[src/rtl/multi_canal_sec_if.sv]
// Channel bank / sample-output bundle for multi_canal_sec.
// Optional oParidad member present only when MULTI_PARIDAD_EN is defined.
interface multi_canal_sec_if #(
  parameter int CHANNELS = 8,
  parameter int WIDTH    = 8,
  parameter int SEL_W    = $clog2(CHANNELS)
) ();
  logic [CHANNELS*WIDTH-1:0] iData;
  logic [SEL_W-1:0]          iSelector;
  logic                      iMode;
  logic                      iEnable;
  logic                      iReady;
  logic [WIDTH-1:0]          oSalida;
  logic [SEL_W-1:0]          oCanal;
  logic                      oValid;
`ifdef MULTI_PARIDAD_EN
  logic                      oParidad;
`endif

  // Source/consumer side: drives channels and controls, takes samples.
  modport master (
    output iData, iSelector, iMode, iEnable, iReady,
`ifdef MULTI_PARIDAD_EN
    input  oParidad,
`endif
    input  oSalida, oCanal, oValid
  );

  // Multiplexer side.
  modport slave (
    input  iData, iSelector, iMode, iEnable, iReady,
`ifdef MULTI_PARIDAD_EN
    output oParidad,
`endif
    output oSalida, oCanal, oValid
  );
endinterface

[src/rtl/multi_canal_sec.sv]
// Registered N-channel multiplexer with manual/round-robin scan modes and a
// valid/ready output. Define MULTI_PARIDAD_EN to add the oParidad output.
module multi_canal_sec #(
  parameter int CHANNELS = 8,
  parameter int WIDTH    = 8,
  parameter int SEL_W    = $clog2(CHANNELS),
  parameter int DWELL    = 4
) (
  input  logic             iClk,
  input  logic             iReset_n,
  multi_canal_sec_if.slave bus
);

  localparam int CNT_W = (DWELL > 1) ? $clog2(DWELL) : 1;

  typedef enum logic [1:0] {S_IDLE, S_MANUAL, S_SCAN} state_t;

  state_t           state_q, state_d;
  logic [SEL_W-1:0] ptr_q, ptr_d;
  logic [CNT_W-1:0] cnt_q, cnt_d;
  logic [WIDTH-1:0] salida_q, salida_d;
  logic [SEL_W-1:0] canal_q, canal_d;
  logic             valid_q, valid_d;
  logic             paridad_q, paridad_d;

  logic [WIDTH-1:0] chan [CHANNELS];
  logic [SEL_W-1:0] sel_idx;
  logic [SEL_W-1:0] cap_idx;
  logic [WIDTH-1:0] cap_data;
  logic             capture;
  logic             stall;

  always_comb begin
    for (int k = 0; k < CHANNELS; k++) begin
      chan[k] = bus.iData[k*WIDTH +: WIDTH];
    end
  end

  // Out-of-range selects fall onto the last channel.
  assign sel_idx = (32'(bus.iSelector) >= CHANNELS) ? SEL_W'(CHANNELS - 1) : bus.iSelector;
  assign stall   = valid_q && !bus.iReady;

  // NOTE: every variable gets a default first so no path leaves it unassigned,
  // which would otherwise infer a latch.
  always_comb begin
    state_d = state_q;
    ptr_d   = ptr_q;
    cnt_d   = cnt_q;
    capture = 1'b0;
    cap_idx = ptr_q;

    unique case (state_q)
      S_IDLE: begin
        if (bus.iEnable) begin
          if (bus.iMode) begin
            state_d = S_SCAN;
            ptr_d   = '0;
            cnt_d   = '0;
          end else begin
            state_d = S_MANUAL;
          end
        end
      end

      S_MANUAL: begin
        if (!bus.iEnable) begin
          state_d = S_IDLE;
        end else begin
          capture = !stall;
          cap_idx = sel_idx;
          if (bus.iMode) begin
            state_d = S_SCAN;
            ptr_d   = '0;
            cnt_d   = '0;
          end
        end
      end

      S_SCAN: begin
        if (!bus.iEnable) begin
          state_d = S_IDLE;
        end else begin
          if (cnt_q == CNT_W'(DWELL - 1)) begin
            // A stalled dwell end parks the counter until the consumer drains.
            if (!stall) begin
              capture = 1'b1;
              cap_idx = ptr_q;
              ptr_d   = (32'(ptr_q) == CHANNELS - 1) ? '0 : ptr_q + 1'b1;
              cnt_d   = '0;
            end
          end else begin
            cnt_d = cnt_q + 1'b1;
          end
          if (!bus.iMode) state_d = S_MANUAL;
        end
      end

      default: state_d = S_IDLE;
    endcase
  end

  assign cap_data = chan[cap_idx];

  always_comb begin
    salida_d  = salida_q;
    canal_d   = canal_q;
    valid_d   = valid_q;
    paridad_d = paridad_q;
    if (capture) begin
      salida_d  = cap_data;
      canal_d   = cap_idx;
      valid_d   = 1'b1;
      paridad_d = ^cap_data;
    end else if (valid_q && bus.iReady) begin
      valid_d = 1'b0;
    end
  end

  // NOTE: sequential state uses non-blocking assignments so every flop samples
  // the pre-edge values regardless of statement order.
  always_ff @(posedge iClk or negedge iReset_n) begin
    if (!iReset_n) begin
      state_q   <= S_IDLE;
      ptr_q     <= '0;
      cnt_q     <= '0;
      salida_q  <= '0;
      canal_q   <= '0;
      valid_q   <= 1'b0;
      paridad_q <= 1'b0;
    end else begin
      state_q   <= state_d;
      ptr_q     <= ptr_d;
      cnt_q     <= cnt_d;
      salida_q  <= salida_d;
      canal_q   <= canal_d;
      valid_q   <= valid_d;
      paridad_q <= paridad_d;
    end
  end

  assign bus.oSalida = salida_q;
  assign bus.oCanal  = canal_q;
  assign bus.oValid  = valid_q;
`ifdef MULTI_PARIDAD_EN
  assign bus.oParidad = paridad_q;
`else
  logic unused_paridad;
  assign unused_paridad = paridad_q;
`endif

endmodule

[src/flat_wrapper.sv]
// flat-port wrapper written by rule: the top's interface ports become plain ports
module multi_canal_sec_flat 
#(
  parameter int CHANNELS = 8,
  parameter int WIDTH    = 8,
  parameter int SEL_W    = $clog2(CHANNELS),
  parameter int DWELL    = 4
)
  (iClk, iReset_n, bus_iData, bus_iSelector, bus_iMode, bus_iEnable, bus_iReady, bus_oSalida, bus_oCanal, bus_oValid);
  multi_canal_sec_if #(.CHANNELS(CHANNELS), .WIDTH(WIDTH), .SEL_W(SEL_W)) bus_i ();
  input  logic iClk;
  input  logic iReset_n;
  input wire logic [$bits(bus_i.iData)-1:0] bus_iData;
  input wire logic [$bits(bus_i.iSelector)-1:0] bus_iSelector;
  input wire logic [$bits(bus_i.iMode)-1:0] bus_iMode;
  input wire logic [$bits(bus_i.iEnable)-1:0] bus_iEnable;
  input wire logic [$bits(bus_i.iReady)-1:0] bus_iReady;
  output wire logic [$bits(bus_i.oSalida)-1:0] bus_oSalida;
  output wire logic [$bits(bus_i.oCanal)-1:0] bus_oCanal;
  output wire logic [$bits(bus_i.oValid)-1:0] bus_oValid;
  assign bus_i.iData = bus_iData;
  assign bus_i.iSelector = bus_iSelector;
  assign bus_i.iMode = bus_iMode;
  assign bus_i.iEnable = bus_iEnable;
  assign bus_i.iReady = bus_iReady;
  assign bus_oSalida = bus_i.oSalida;
  assign bus_oCanal = bus_i.oCanal;
  assign bus_oValid = bus_i.oValid;
  multi_canal_sec #(.CHANNELS(CHANNELS), .WIDTH(WIDTH), .SEL_W(SEL_W), .DWELL(DWELL)) u_core (.iClk(iClk), .iReset_n(iReset_n), .bus(bus_i));
endmodule
[config.mk]
export PLATFORM = sky130hd
export DESIGN_NAME = multi_canal_sec_flat
export DESIGN_NICKNAME = d
export VERILOG_FILES = /design/src/rtl/multi_canal_sec_if.sv /design/src/rtl/multi_canal_sec.sv /design/src/flat_wrapper.sv
export SDC_FILE = /design/constraint.sdc
export NUM_CORES = 1
export LEC_CHECK = 0
export BUFFER_PORTS_ARGS = -buffer_cell sky130_fd_sc_hd__buf_2
export CORE_ASPECT_RATIO = 1.4
export CORE_UTILIZATION = 45
export DETAILED_ROUTE_END_ITERATION = 10
export PLACE_DENSITY = 0.9
export SETUP_SLACK_MARGIN = 0.2
export SLEW_MARGIN = 10
export SYNTH_ARGS = -nofsm -noshare
export SYNTH_HDL_FRONTEND = slang
export SYNTH_SLANG_ARGS = --single-unit
[constraint.sdc]
create_clock -name iClk -period 4.5 [get_ports iClk]
set_input_delay 0.225 -clock iClk [delete_from_list [all_inputs] [get_ports iClk]]
set_output_delay 0.225 -clock iClk [all_outputs]
set_load 0.005 [all_outputs]
==> impl_results.md <==
- Main area contributors after synthesis: dfrtp_1, mux2i_1, nand2_1
- Root buffer cell: clkbuf_8
- Simple-gate portion of the synthesized area: 0.189
- Critical path endpoint category: register
- Mux contribution to synthesized area: 0.162
- Placed cell count: 296
- RSZ-0062 raised after global routing: false
- Post-CTS sizing: 0
- Port bufs: 83
- Actual slew at the worst max-slew pin: 0.959 ns
- H-Tree Depth: 1
- Post-Layout Cell Count: 301
- Vias per inst: 5.75
- Max Cap Viol: 0
- Post-Syn Nets: 263
- Worst Hold Class: input pin to register
- Mean Syn Cell Area: 8.92 um^2
- Routed len/inst: 15.2 um
- Critical Path RT: 4.66 ns
- P_leak: 1.05 nW
- Largest net degree at the start of global routing: 33
- Register area: 475 um^2
- Post-detailed-route DRC marker count: 0
- Core area: 3380 um^2
- CP Max Fanout: 17
- Post-synthesis compound-gate area fraction: 0.227
- Most numerous cell in the Yosys netlist: nand2_1
- Die Y: 72.7 um
- P&R area growth vs syn: 30.2%
- Setup bufs post-CTS: 0
- Main combinational cell family by area after synthesis: compound AO/OA/AOI/OAI gates
- Hold_buf cts: 1
- Cell taking the most area after synthesis: dfrtp_1
- Syn Inst Count: 180
- Clock latency on the worst-skew pair: 0.26 ns
- Post-Route WL: 4580 um
- Unique cell type count in the Yosys netlist: 30
- Starting density of the core: 0.475
- Outcome: finished, final reports clean
- Clk_skew: 0.00324 ns
- Global placement routability congestion: 0.826
- CTS tree: built
- Vias post-DR: 1,732
- Total track usage: 0.241
- Longest Clk Path Bufs: 2
- Multi-input logic area: 1070 um^2
- Top FF cell, synth: dfrtp_1
- Fill cells: 290
- Final setup viols: 0
- Final Hold Fails: 0
- DP HPWL: 3610 um
- Total CTS buffers: 3
- Share of the synthesized area in the top cell type: 0.296
- Max-slew violation count: 0
- Drt first-iter violations: 32
- I/O Pins: 84
- CP startpoint kind: register
- Async S/R FF share, synth: 1.00
- Clock sinks: 19
- Worst Path Arrival: 2.39 ns
- Top post-synthesis cells by count: nand2_1, mux2i_1, dfrtp_1
- Total grt overflow: 0
- Mapped cell area: 1610 um^2
- DRT Pass-1 Iters: 4
- First-pass GRT wire length: 6920 um
- Post-route ant nets: 0
- Post-synth EDFFs: 0
- Reg clk slew, reported paths: 0.07 ns
- Peak supply drop: 0.277 mV
- Yosys warning count: 0
- Vias in the first global route: 1,601
- Width of the chip: 52.5 um
- Setup TNS: 0 ns
- Synth Area in XOR/XNOR: 0
- Seq cells post-synth: 19
- Max Freq: 449 MHz
- Fin crit share: 0.495
- Antenna Cells: 0
- Die area: 3810 um^2
- Initial antenna violation count: 0
- # nets final: 345
- Register area share after synthesis: 0.296
- FP Rows: 25
- WS Path Type: register to register
- Power Density: 509 nW/um^2
- Relative slew slack: 0.361
- Crit path time final: 2.23 ns
- Fraction of the mapped netlist area in adder cells: 0.0857
- Layout cell share with drive strength beyond 1: 0.372
[worst max-delay path, cell delays in order (launching register included)]
cell     delay (ns)
dfrtp_1        0.45
inv_1          0.12
ha_1           0.22
nand2_4        0.18
mux2i_4        0.54
nand2_1        0.13
a32o_1         0.28
o31ai_2        0.21
[cell usage in the layout (no fill, tap or decap)]
cell type / instances
nand2_4: 1
clkbuf_1: 1
o21ai_1: 2
nor2_1: 2
or3_1: 1
a32o_1: 16
nand3b_1: 1
clkbuf_8: 3
o22ai_1: 1
o2111ai_2: 1
a21oi_1: 2
nand2b_1: 3
dfrtp_1: 19
o31ai_2: 3
dlygate4sd3_1: 1
nor3b_1: 2
inv_1: 6
mux2_2: 2
a31o_2: 1
ha_1: 11
nor2b_1: 3
mux2_4: 1
mux2i_4: 1
o31ai_1: 6
buf_2: 83
mux2i_1: 20
nand3_1: 4
o21ai_0: 10
a2111oi_4: 1
nand2_1: 53
[metrics by stage]
stage	utilization	cell area [um^2]	hold WS [ns]	power [mW]	worst slack, ns
final	0.619	2090	0.328	1.06	2.27
after floorplan	-	1610	-0.0706	0.764	2.56
after global routing	0.619	2090	0.372	1.15	2.04
after detailed placement	0.603	2040	0.202	0.946	2.28
after CTS	0.619	2090	0.320	1.07	2.26
after global placement	0.603	2040	0.195	0.917	2.37
[power breakdown]
| group | leakage [nW] | switching (mW) | internal, mW | total (mW) |
|---|---|---|---|---|
| clock | 0.0228 | 0.0576 | 0.0630 | 0.121 |
| sequential | 0.246 | 0.0655 | 0.244 | 0.309 |
| combinational | 0.783 | 0.349 | 0.284 | 0.633 |
| total | 1.05 | 0.472 | 0.591 | 1.06 |
[path summary, 6_finish.rpt]
kind | startpoint | end | slack, ns | depth (start not counted)
setup / recovery | u_core.state_q[1] | u_core.bus.oSalida[1] | 2.27 | 7
hold / removal | bus_iReady | u_core.bus.oValid | 0.33 | 3
setup reg to reg | u_core.state_q[1] | u_core.bus.oSalida[1] | 2.27 | 7
hold reg to reg | u_core.bus.oCanal[0] | u_core.bus.oCanal[0] | 0.48 | 2
max in group asynchronous | iReset_n | u_core.state_q[1] | 3.73 | 2
min in group asynchronous | iReset_n | u_core.bus.oValid | 0.45 | 2
[state kept, by name, indices dropped and copies added, names as in the netlist]
register / cells
u_core.bus.oValid: 1
u_core.bus.oSalida: 8
u_core.ptr_q: 3
u_core.bus.oCanal: 3
u_core.state_q: 2
u_core.cnt_q: 2
[layout make-up]
cell class	instances	area share
inverter	6	0.0108
tap	40	0.0239
multi-input combinational	148	0.513
clock buffer	4	0.0215
timing repair buffer	84	0.203
sequential	19	0.227
[logic make-up (layout without fill, tap and decap cells)]
| logic type | after synthesis | after routing |
|---|---|---|
| buffers and inverters | 13 | 94 |
| AO/OA/AOI/OAI | 43 | 43 |
| multiplexers | 24 | 24 |
| flip-flops | 19 | 19 |
| AND/OR/NAND/NOR | 70 | 70 |
| adder cells (fa/ha/maj) | 11 | 11 |
[routing by layer]
layer,vias up,track usage,wire [um]
met3,17,0.0500,474
met2,99,0.444,2320
met5,-,0,0
met4,0,0.126,155
met1,797,0.244,1630
li1,819,-,-
(Power assumes the default switching activity.)
